==> src/rtl/mips_defs.sv <==
// Shared definitions for the MIPS pipeline hazard logic: forwarding selects,
// the hardwired zero register, and the per-stage destination record.
package mips_defs;

  localparam logic [1:0] FWD_REG = 2'b00;
  localparam logic [1:0] FWD_MEM = 2'b01;
  localparam logic [1:0] FWD_EXE = 2'b10;

  localparam logic [4:0] REG_ZERO = 5'd0;

  typedef struct packed {
    logic       wr;
    logic [4:0] addr;
    logic       load;
  } hazard_stage_t;

endpackage

==> src/rtl/div_tracker.sv <==
// Occupancy counter for the multi-cycle divider: loads DIV_CYCLES on start,
// then counts down to zero and holds there.
module div_tracker #(
  parameter int DIV_CYCLES = 32
) (
  input  logic clk,
  input  logic rst,
  input  logic start,
  output logic busy
);

  localparam int CW = $clog2(DIV_CYCLES + 1);

  logic [CW-1:0] cnt_q, cnt_d;

  always_comb begin
    cnt_d = cnt_q;
    if (start) begin
      cnt_d = CW'(DIV_CYCLES);
    end else if (cnt_q != '0) begin
      cnt_d = cnt_q - 1'b1;
    end
  end

  always_ff @(posedge clk or posedge rst) begin
    if (rst) begin
      cnt_q <= '0;
    end else begin
      cnt_q <= cnt_d;
    end
  end

  // Decoded straight from the flop so an async reset drops busy immediately.
  assign busy = (cnt_q != '0);

endmodule

==> src/rtl/hazard_ctrl.sv <==
// Hazard scheduler for the 5-stage MIPS pipeline: ID-stage forwarding selects,
// load-use and HI/LO-after-divide stalls, and EX bubble insertion.
module hazard_ctrl
  import mips_defs::*;
#(
  parameter int DIV_CYCLES = 32
) (
  input  logic       clk,
  input  logic       rst,
  input  logic       id_valid,
  input  logic [4:0] id_rs,
  input  logic [4:0] id_rt,
  input  logic       id_use_rs,
  input  logic       id_use_rt,
  input  logic       id_wr_en,
  input  logic [4:0] id_wr_addr,
  input  logic       id_is_load,
  input  logic       id_is_div,
  input  logic       id_use_hilo,
  input  logic       flush,
  output logic [1:0] fwd_rs,
  output logic [1:0] fwd_rt,
  output logic       stall_id,
  output logic       bubble_ex,
  output logic       div_busy
);

  hazard_stage_t ex_q, ex_d;
  hazard_stage_t mem_q, mem_d;

  logic issue;
  logic load_haz;
  logic div_haz;
  logic div_start;

  function automatic logic [1:0] fwd_sel(input logic          use_src,
                                         input logic [4:0]    src,
                                         input hazard_stage_t ex,
                                         input hazard_stage_t mem);
    if (!use_src || src == REG_ZERO) return FWD_REG;
    if (ex.wr && !ex.load && ex.addr == src) return FWD_EXE;
    if (mem.wr && !mem.load && mem.addr == src) return FWD_MEM;
    return FWD_REG;
  endfunction

  // A load result is unavailable until WB, where the write-before-read regfile covers it.
  function automatic logic load_hit(input logic          use_src,
                                    input logic [4:0]    src,
                                    input hazard_stage_t ex,
                                    input hazard_stage_t mem);
    logic hit;
    hit = 1'b0;
    if (use_src && src != REG_ZERO) begin
      hit = (ex.wr && ex.load && ex.addr == src) ||
            (mem.wr && mem.load && mem.addr == src);
    end
    return hit;
  endfunction

  always_comb begin
    fwd_rs    = fwd_sel(id_use_rs, id_rs, ex_q, mem_q);
    fwd_rt    = fwd_sel(id_use_rt, id_rt, ex_q, mem_q);
    load_haz  = load_hit(id_use_rs, id_rs, ex_q, mem_q) ||
                load_hit(id_use_rt, id_rt, ex_q, mem_q);
    div_haz   = id_valid && (id_use_hilo || id_is_div) && div_busy;
    stall_id  = load_haz || div_haz;
    bubble_ex = stall_id || flush;
    issue     = id_valid && !stall_id && !flush;
    div_start = issue && id_is_div;
  end

  always_comb begin
    mem_d = ex_q;
    ex_d  = '0;
    if (issue) begin
      ex_d.wr   = id_wr_en;
      ex_d.addr = id_wr_addr;
      ex_d.load = id_is_load;
    end
  end

  always_ff @(posedge clk or posedge rst) begin
    if (rst) begin
      ex_q  <= '0;
      mem_q <= '0;
    end else begin
      ex_q  <= ex_d;
      mem_q <= mem_d;
    end
  end

  div_tracker #(
    .DIV_CYCLES(DIV_CYCLES)
  ) u_div_tracker (
    .clk  (clk),
    .rst  (rst),
    .start(div_start),
    .busy (div_busy)
  );

endmodule

==> config.mk <==
export PLATFORM = sky130hd
export DESIGN_NAME = hazard_ctrl
export DESIGN_NICKNAME = d
export VERILOG_FILES = /design/src/rtl/mips_defs.sv /design/src/rtl/div_tracker.sv /design/src/rtl/hazard_ctrl.sv
export SDC_FILE = /design/constraint.sdc
export NUM_CORES = 1
export LEC_CHECK = 0
export BUFFER_PORTS_ARGS = -buffer_cell sky130_fd_sc_hd__buf_2
export CAP_MARGIN = 20
export CELL_PAD_IN_SITES_DETAIL_PLACEMENT = 1
export CELL_PAD_IN_SITES_GLOBAL_PLACEMENT = 2
export CORE_ASPECT_RATIO = 1.5
export CORE_UTILIZATION = 33
export DETAILED_ROUTE_END_ITERATION = 10
export PLACE_DENSITY_LB_ADDON = 0.1
export SLEW_MARGIN = 25
export SYNTH_ARGS = -nofsm -noshare
export SYNTH_HDL_FRONTEND = slang
export SYNTH_SLANG_ARGS = --single-unit
==> constraint.sdc <==
create_clock -name clk -period 3.01 [get_ports clk]
set_clock_uncertainty 0.1 [all_clocks]
set_input_delay 0.301 -clock clk [delete_from_list [all_inputs] [get_ports clk]]
set_output_delay 0.301 -clock clk [all_outputs]
set_load 0.01 [all_outputs]
==> out/metrics.cfg <==
[cells_and_area]
syn_to_final_growth_pct=22.5
final_core_util_pct=42.6
regArea_sq_um=500
n_antenna_cell=0
multiInputGateArea_sq_um=667
finalNonFillerCells=198
fin_nets=184
nFillCells=429
fin_area_sq_mm=0.00147
drive_above_1_share_pct=31.4

[synth]
synth_xor_xnor_area_share_pct=16.1
netlist_area_sq_mm=0.00120
synth_edf_count=0
synthMuxAreaShare_pct=0.835
synthAdderAreaFrac_pct=2.09
async_flop_share_pct=100
yosysWarnings=0
ys.flop_type=dfrtp_1
synthSimpleGateAreaFrac_pct=30.5
ys_top_cells_by_area=dfrtp_1 (42%), xnor2_1 (12%), nor3_2 (5.8%)
synthCells=122
synth_compound_area_share_pct=6.16
synth_cell_types=35
synth_nets=149
avgSynthCellArea_sq_um=9.83
yosysTopAreaCellShare_pct=41.8
synth_top_family_by_area=simple AND/OR/NAND/NOR gates
ys_seq_area_share_pct=41.8
ys_ff_latch=20
synth_top_area_cell=dfrtp_1

[clocking]
cts.path.max_buffers=2
clk_latency_ns=0.26
htree_levels=1
cts_setup_buffers=0
cts_tree=yes
clock_sinks=20
clk_pin_slew_ns=0.08
clockRootBuffer=clkbuf_8
ctsResizeCount=0
cts_made_buffers=3
cts_hold_buffers=0

[pwr]
max-vdd-ir-drop_v=0.000274
p_clk_share_pct=31.1
finalPower_uw=870
power.internal_uw=606
p_per_area_mw_per_mm2=593
combPwrFrac_pct=28.1
switching_share_pct=30.3
p_sw_uw=264
p_seq_share_pct=40.8
leakage_nw=0.691

[timing]
finalHoldViolCount=0
period_share_pct=82.4
finalMaxSlewViolations=0
tns_ns=0
tightest_slew_ns=0.792
setup_viol=0
fmax_mhz=403
slew_headroom_pct=47.1
rsz0062_at_grt=no
period_minus_slack_ns=2.48

[drt]
drc=0
ant_nets=0
vias=977
first_iter_violations=11
avgViaCountPerCell=4.93
drtPass1Iterations=3
wirelength_mm=3.06
wl_per_cell_microns=15.5

[setup_path]
crit_arrival_ns=2.08
crit_type=reg -> out
r2r_end=u_div_tracker.cnt_q[5]$_DFFE_PP0P_
endpoint=bubble_ex
r2r_setup_slack_ns=0.99
worst-path-max-fanout=5
r2r-start=mem_q[4]$_DFF_PP0_
end_kind=output port
reg2reg_depth=5
startpoint_type=register
cp.required_ns=2.61
critPathLaunch=u_div_tracker.cnt_q[0]$_DFFE_PP0P_

[die]
start_util_pct=34.8
die_w_microns=51.2
die_h_microns=75.8
rows=26
ios=32
die_area_sq_mm=0.00388
core_area_sq_mm=0.00345

[min_path]
hold_path_class=in -> async

[global_route]
antenna_found_initial=0
grt_max_degree=21
grt_pass1_vias=1100
grt_first_pass_wirelength_mm=5.03
grt_use_met3_pct=2.40
grt_busiest_layer=met2
grtUsageMet2_pct=36.7
grt-ovfl-total=0
grtUsageTotal_pct=17.9
grt_use_met1_pct=17.7

[place]
placed_area_sq_mm=0.00140
port_buffers=31
dp_cells=194
dpl.hpwl_mm=2.56
place_congestion=0.790

[flow_run]
max_cap_viol_count=0

[status]
status=complete, no violations

-- worst max-delay path, stage by stage (launching register included) --
cell and delay [ns]:
dfrtp_1 0.39, inv_1 0.12, ha_1 0.20, and2b_2 0.18, a21oi_1 0.09, a31oi_2 0.18
nand3_2 0.15, or3_1 0.37, buf_2 0.14
-- power by group through the flow --
stage | clock network, mW | logic, mW | registers [mW]
2_1_floorplan | 0 | 0.177 | 0.350
3_3_place_gp | 0 | 0.236 | 0.360
3_5_place_dp | 0 | 0.247 | 0.362
4_1_cts | 0.276 | 0.249 | 0.356
5_1_grt | 0.286 | 0.278 | 0.360
6_report | 0.271 | 0.244 | 0.355
-- how the worst min path moves through the flow --
stage	from	end	slack, ns
after floorplan	rst	ex_q[0]$_DFF_PP0_	0.16
after global placement	ex_q[6]$_DFF_PP0_	mem_q[6]$_DFF_PP0_	0.30
after detailed placement	ex_q[6]$_DFF_PP0_	mem_q[6]$_DFF_PP0_	0.31
after CTS	rst	u_div_tracker.cnt_q[0]$_DFFE_PP0P_	0.11
after global routing	rst	u_div_tracker.cnt_q[0]$_DFFE_PP0P_	0.14
final	rst	u_div_tracker.cnt_q[0]$_DFFE_PP0P_	0.08
-- final cells by class --
type	instances	share of cell area [%]
multi-input cells	96	45.4
flip-flops and latches	20	34.1
repair buffers	32	11.1
well taps	42	3.58
clock buffers	3	2.81
clock inverters	1	2.04
inverters	4	1.02
-- state kept, by name, summed over array words and instances (netlist names) --
register and cells:
ex_q 7, mem_q 7, u_div_tracker.cnt_q 6
-- cells in the final DEF, fill, tap and decap left out, types with 2 or more instances in the layout --
| cell | count |
|---|---|
| buf_2 | 31 |
| dfrtp_1 | 20 |
| nand2_1 | 16 |
| xnor2_1 | 16 |
| nor2_1 | 10 |
| nor3_2 | 7 |
| xor2_1 | 6 |
| nand3_1 | 5 |
| inv_1 | 4 |
| nor3_1 | 3 |
| or4_1 | 3 |
| clkbuf_8 | 3 |
| o21ai_0 | 2 |
| a21oi_1 | 2 |
| o21ai_1 | 2 |
| nor2b_1 | 2 |
| o21a_1 | 2 |
| and3_1 | 2 |
| ha_1 | 2 |
-- synthesized netlist by cell type, types with 2 or more instances --
| library cell | n |
|---|---|
| o21ai_0 | 2 |
| nor2_1 | 10 |
| o21a_1 | 2 |
| ha_1 | 2 |
| nand2_1 | 16 |
| inv_1 | 4 |
| o21ai_1 | 2 |
| xnor2_1 | 16 |
| nor3_1 | 3 |
| nand3_1 | 5 |
| dfrtp_1 | 20 |
| a21oi_1 | 2 |
| nor2b_1 | 2 |
| and3_1 | 2 |
| nor3_2 | 7 |
| or4_1 | 3 |
| xor2_1 | 6 |
-- kinds of logic (layout without fill, tap and decap cells) --
| group | after synthesis | in the layout |
|---|---|---|
| and+or+nand+nor | 60 | 60 |
| DFF | 20 | 20 |
| xor gates and xnor gates | 22 | 22 |
| AOI/OAI and AO/OA | 11 | 11 |
| muxes | 1 | 1 |
| buffers and inverters | 6 | 40 |
| adders and majority gates | 2 | 2 |
-- through the flow --
stage | hold slack, ns | setup WS (ns)
after floorplan | 0.165 | 0.918
after global placement | 0.299 | 0.571
after detailed placement | 0.312 | 0.547
after CTS | 0.110 | 0.515
after global routing | 0.140 | 0.380
final | 0.0781 | 0.529
-- routing by layer --
metal / up-vias / wire [microns]
met5: - / 0
met2: 23 / 1830
met4: 0 / 45
li1: 484 / -
met1: 464 / 1100
met3: 6 / 93
Note: power is estimated with default switching activity, not from simulation.
